`src/rtl/ctrl_pkg.sv`:
```
// Shared control-word encodings and datapath state for the sequencing controller/datapath pair.
package ctrl_pkg;

  localparam logic [2:0] S_IDLE = 3'b000;
  localparam logic [2:0] S_LOAD = 3'b001;
  localparam logic [2:0] S_ADD  = 3'b011;
  localparam logic [2:0] S_FIN  = 3'b101;

  typedef enum logic {IDLE, MUL} dp_state_e;

  typedef struct packed {
    logic       e;
    logic       m;
    logic [2:0] s;
    logic       done;
  } ctrl_word_t;

endpackage

```
`src/rtl/shift_add_mul.sv`:
```
// WIDTH-cycle unsigned shift-add multiplier; done pulses in the cycle the product is complete.
module shift_add_mul #(
  parameter int WIDTH = 4
) (
  input  logic               clk,
  input  logic               reset_n,
  input  logic               start,
  input  logic [WIDTH-1:0]   a,
  input  logic [WIDTH-1:0]   b,
  output logic               done,
  output logic [2*WIDTH-1:0] product
);

  localparam int CW = $clog2(WIDTH + 1);

  logic [2*WIDTH-1:0] mcand;
  logic [WIDTH-1:0]   mplier;
  logic [CW-1:0]      cnt;
  logic               run;

  // The first partial product is folded into the start edge so the result is
  // complete after WIDTH-1 further edges, letting done land in cycle WIDTH.
  always_ff @(posedge clk or negedge reset_n) begin
    if (!reset_n) begin
      product <= '0;
      mcand   <= '0;
      mplier  <= '0;
      cnt     <= '0;
      run     <= 1'b0;
      done    <= 1'b0;
    end else if (start) begin
      product <= b[0] ? {{WIDTH{1'b0}}, a} : '0;
      mcand   <= {{WIDTH{1'b0}}, a} << 1;
      mplier  <= b >> 1;
      cnt     <= CW'(WIDTH - 1);
      run     <= (WIDTH > 1);
      done    <= (WIDTH == 1);
    end else if (run) begin
      if (mplier[0]) product <= product + mcand;
      mcand  <= mcand << 1;
      mplier <= mplier >> 1;
      cnt    <= cnt - 1'b1;
      if (cnt == CW'(1)) begin
        run  <= 1'b0;
        done <= 1'b1;
      end
    end else begin
      done <= 1'b0;
    end
  end

endmodule

```
`src/rtl/ctrl_datapath.sv`:
```
// Executes the controller's control word: load, add, finalize (sum or multiply), valid/ready result.
// Define CTRL_DATAPATH_MUL_EN to build the multiplier; otherwise m=1 finalizes as a sum.
module ctrl_datapath
  import ctrl_pkg::*;
#(
  parameter int WIDTH = 4
) (
  input  logic               clk,
  input  logic               reset_n,
  input  logic               e,
  input  logic               m,
  input  logic               s2,
  input  logic               s1,
  input  logic               s0,
  input  logic               done,
  input  logic [WIDTH-1:0]   a_in,
  input  logic [WIDTH-1:0]   b_in,
  output logic [2*WIDTH-1:0] result,
  output logic               result_valid,
  input  logic               result_ready,
  output logic               busy,
  output logic               cmd_err,
  output logic               overrun
);

  ctrl_word_t         cw;
  logic [WIDTH-1:0]   a_q, b_q;
  logic [2*WIDTH-1:0] acc_q, ld_val;
  logic               accept, fin, sum_fin, mul_done, ld_en, bad;

  assign cw     = {e, m, s2, s1, s0, done};
  assign accept = cw.e && !busy;
  assign fin    = accept && (cw.s == S_FIN) && cw.done;
  assign bad    = cw.e && (busy || !((cw.s == S_LOAD) || (cw.s == S_ADD) ||
                                     ((cw.s == S_FIN) && cw.done)));

`ifdef CTRL_DATAPATH_MUL_EN
  dp_state_e          state;
  logic               mul_start;
  logic [2*WIDTH-1:0] prod;

  assign mul_start = fin && cw.m;
  assign sum_fin   = fin && !cw.m;
  assign ld_val    = mul_done ? prod : acc_q;

  shift_add_mul #(.WIDTH(WIDTH)) u_mul (
    .clk     (clk),
    .reset_n (reset_n),
    .start   (mul_start),
    .a       (a_q),
    .b       (b_q),
    .done    (mul_done),
    .product (prod)
  );

  always_ff @(posedge clk or negedge reset_n) begin
    if (!reset_n) begin
      state <= IDLE;
      busy  <= 1'b0;
    end else begin
      case (state)
        IDLE: if (mul_start) begin state <= MUL;  busy <= 1'b1; end
        MUL:  if (mul_done)  begin state <= IDLE; busy <= 1'b0; end
        default: begin state <= IDLE; busy <= 1'b0; end
      endcase
    end
  end
`else
  assign sum_fin  = fin;
  assign mul_done = 1'b0;
  assign ld_val   = acc_q;
  assign busy     = 1'b0;
`endif

  assign ld_en = sum_fin || mul_done;

  always_ff @(posedge clk or negedge reset_n) begin
    if (!reset_n) begin
      a_q          <= '0;
      b_q          <= '0;
      acc_q        <= '0;
      result       <= '0;
      result_valid <= 1'b0;
      cmd_err      <= 1'b0;
      overrun      <= 1'b0;
    end else begin
      if (accept) begin
        case (cw.s)
          S_LOAD: begin a_q <= a_in; b_q <= b_in; acc_q <= '0; end
          S_ADD:  acc_q <= {{WIDTH{1'b0}}, a_q} + {{WIDTH{1'b0}}, b_q};
          default: ;
        endcase
      end
      if (bad) cmd_err <= 1'b1;
      // A new result only displaces the old one if the consumer takes it this cycle.
      if (ld_en) begin
        if (!result_valid || result_ready) begin
          result       <= ld_val;
          result_valid <= 1'b1;
        end else begin
          overrun <= 1'b1;
        end
      end else if (result_valid && result_ready) begin
        result_valid <= 1'b0;
      end
    end
  end

endmodule

```
`config.mk`:
```
export PLATFORM = sky130hd
export DESIGN_NAME = ctrl_datapath
export DESIGN_NICKNAME = d
export VERILOG_FILES = /design/src/rtl/ctrl_pkg.sv /design/src/rtl/shift_add_mul.sv /design/src/rtl/ctrl_datapath.sv
export SDC_FILE = /design/constraint.sdc
export NUM_CORES = 1
export LEC_CHECK = 0
export ABC_AREA = 0
export CAP_MARGIN = 40
export CORE_MARGIN = 5
export CORE_UTILIZATION = 52
export CTS_BUF_LIST = sky130_fd_sc_hd__clkbuf_4 sky130_fd_sc_hd__clkbuf_8
export CTS_CLUSTER_SIZE = 14
export DETAILED_ROUTE_END_ITERATION = 10
export GPL_TIMING_DRIVEN = 0
export MAX_ROUTING_LAYER = met4
export PLACE_DENSITY = 0.86
export REMOVE_ABC_BUFFERS = 1
export SLEW_MARGIN = 5
export SYNTH_ARGS = -nofsm -noshare
export SYNTH_HDL_FRONTEND = slang
export SYNTH_HIERARCHICAL = 1
export SYNTH_SLANG_ARGS = --single-unit
```
`constraint.sdc`:
```
create_clock -name clk -period 4.25 [get_ports clk]
set_input_delay 0.85 -clock clk [delete_from_list [all_inputs] [get_ports clk]]
set_output_delay 0.85 -clock clk [all_outputs]
set_load 0.005 [all_outputs]
```
==> results.sh <==
export IMPL_cts_setup_buffers=0
export IMPL_critPathSlowestCell="clkdlybuf4s50_1"
export IMPL_pin_count=29
export IMPL_max_stage_delay_ns=0.57
export IMPL_peakVddDrop_mv=0.244
export IMPL_track_usage_pct=15.6
export IMPL_synth_cells=79
export IMPL_fin_crit_ns=2.08
export IMPL_clkLatencyLatePin_ns=0.31
export IMPL_dpl_hpwl_microns=1440
export IMPL_yosys_warnings=6
export IMPL_drc=0
export IMPL_wl_per_cell_microns=13.5
export IMPL_p_leak_uw=0.000625
export IMPL_n_fill_cell=160
export IMPL_row_count=16
export IMPL_cp_end_kind="flip-flop"
export IMPL_antenna_cells=0
export IMPL_die_y_microns=54.1
export IMPL_vias_per_cell=4.98
export IMPL_stdcell_count=133
export IMPL_max_cap_violations=0
export IMPL_place_congestion=0.664
export IMPL_status="complete, no violations"
export IMPL_post_dp_cell_area_sq_um=1270
export IMPL_finalSetupViolations=0
export IMPL_ctsHoldBuffers=0
export IMPL_grt_max_degree=20
export IMPL_ant_nets=0
export IMPL_grt_overflow_total=0
export IMPL_antenna_found_initial=0
export IMPL_numCtsBuffers=3
export IMPL_vias=662
export IMPL_synth_seq_area_share_pct=52.0
export IMPL_grt_setup_unrepaired="no"
export IMPL_critPathLaunchType="input port"
export IMPL_htreeDepth=1
export IMPL_grt_pass1_wl_microns=3070
export IMPL_finalHoldViolCount=0
export IMPL_drive_gt1_share_pct=22.6
export IMPL_clock_skew_ns=0.00498
export IMPL_worstPathRequired_ns=4.45
export IMPL_maxSlewViolCount=0
export IMPL_worst_path_buf_inv=1
export IMPL_ctsRootBufferMaster="clkbuf_4"
export IMPL_postCtsResizedCells=0
export IMPL_layout_nets=129
export IMPL_path_max_fanout=9
export IMPL_fin_crit_sh_pct=49.0
export IMPL_power_uw=541
export IMPL_cts_tree="built"
export IMPL_ys_types=23
export IMPL_first_iter_violations=0
export IMPL_critPathKind="in -> reg"
export IMPL_io_buffers=23
export IMPL_critPathTopFamily="buffers and inverters"
export IMPL_dr_pass1_iters=1
export IMPL_holdWs_ns=0.475
export IMPL_first_global_vias=689
export IMPL_power_density_nw_per_um2=416
export IMPL_syn_to_final_growth_pct=28.7
export IMPL_arrival_ns=2.28
export IMPL_hold_class="reg -> reg"
export IMPL_netlist_area_sq_um=1010
export IMPL_die_x_microns=54.1
export IMPL_dieArea_sq_um=2920
export IMPL_ys_seq_elements=21
export IMPL_synth_area_per_cell_sq_um=12.8
export IMPL_crit_path_cell_trace="clkdlybuf4s50_1 -> nand3_2 -> nor2_4 -> mux2_2"
export IMPL_place_inst=129
export IMPL_start_util_pct=53.1
export IMPL_routed_wirelength_microns=1790
export IMPL_final_cell_area_sq_um=1300
export IMPL_clock_path_buffers=2
export IMPL_clk_pin_slew_ns=0.11
export IMPL_clock_sinks=21
export IMPL_fmax_ghz=0.480
export IMPL_coreArea_sq_um=1900
export IMPL_tns_ns=0
cell families after synthesis:
group | Yosys count | share of synthesized area (%)
XOR/XNOR | 2 | 1.74
AO/OA/AOI/OAI | 12 | 6.94
multiplexers | 13 | 16.4
flip-flops | 21 | 52.0
other | 1 | 0.371
adder cells (fa/ha/maj) | 5 | 6.94
AND/OR/NAND/NOR | 16 | 10.8
buffers and inverters | 9 | 4.83
registers in the layout, summed over array words and instances (netlist names):
signal / flops
acc_q: 5
b_q: 4
result_valid: 1
cmd_err: 1
a_q: 4
overrun: 1
result: 5
cell usage in the layout, fill, tap and decap left out, drive strengths merged, types with 2 or more instances in the layout:
cell type	n
a21o	3
a21oi	2
clkbuf	4
clkdlybuf4s50	23
conb	4
dfrtp	21
ha	4
inv	5
mux2	13
nand2	8
nand4	2
o21ai	6
or2b	2
per-stage QoR:
stage,setup WS (ns),utilization (%)
floorplan,2.51,-
global placement,1.90,66.0
detailed placement,1.85,66.8
CTS,2.17,68.4
global route,2.06,68.4
finish,2.17,68.4
report_power, final:
| part | internal (uW) | total [uW] | switching, uW |
|---|---|---|---|
| logic | 104 | 167 | 63.5 |
| clock network | 43.1 | 102 | 59.3 |
| registers | 245 | 271 | 26.4 |
final timing paths:
check                                    start                   end  slack, ns  depth (start not counted)
hold / removal             cmd_err$_DFFE_PN0P_   cmd_err$_DFFE_PN0P_       0.47                          1
setup / recovery                             e    b_q[1]$_DFFE_PN0P_       2.17                          4
max in group asynchronous              reset_n   cmd_err$_DFFE_PN0P_       3.17                          2
hold reg to reg            cmd_err$_DFFE_PN0P_   cmd_err$_DFFE_PN0P_       0.47                          1
min in group asynchronous              reset_n   overrun$_DFFE_PN0P_       0.73                          1
setup reg to reg            a_q[0]$_DFFE_PN0P_  acc_q[1]$_DFFE_PN0P_       2.71                          5
cell type report:
class	instances	area (sq um)	share of cell area, %
inverter	5	18.8	1.44
tap	27	33.8	2.60
timing repair buffer	24	245	18.9
clock buffer	4	30.0	2.31
sequential	21	526	40.4
multi-input combinational	52	447	34.4
synth_stat cells:
cell	n	area [sq um]
nand3_2	1	10.0
buf_4	4	30.0
or2b_1	1	7.51
nand2b_4	1	13.8
fa_1	1	20.0
dfrtp_1	21	526
nand2_1	8	30.0
conb_1	1	3.75
mux2_2	8	90.1
nor2_4	1	11.3
nand4_1	1	6.26
xor2_1	1	8.76
o21bai_1	1	7.51
mux2_4	5	75.1
nand4_2	1	12.5
o21ai_0	6	30.0
ha_1	4	50.1
or2b_2	1	8.76
a21oi_1	2	10.0
nor2b_2	1	8.76
a21o_1	3	22.5
inv_1	5	18.8
xnor2_1	1	8.76
routing by layer:
| metal | routed length (microns) | track usage (%) | part of all wire, % |
|---|---|---|---|
| met5 | 0 | - | 0 |
| met1 | 657 | 15.0 | 37 |
| met3 | 106 | 3.32 | 5.9 |
| met4 | 38 | 7.47 | 2.1 |
| met2 | 991 | 29.0 | 55 |
(Power assumes the default switching activity.)
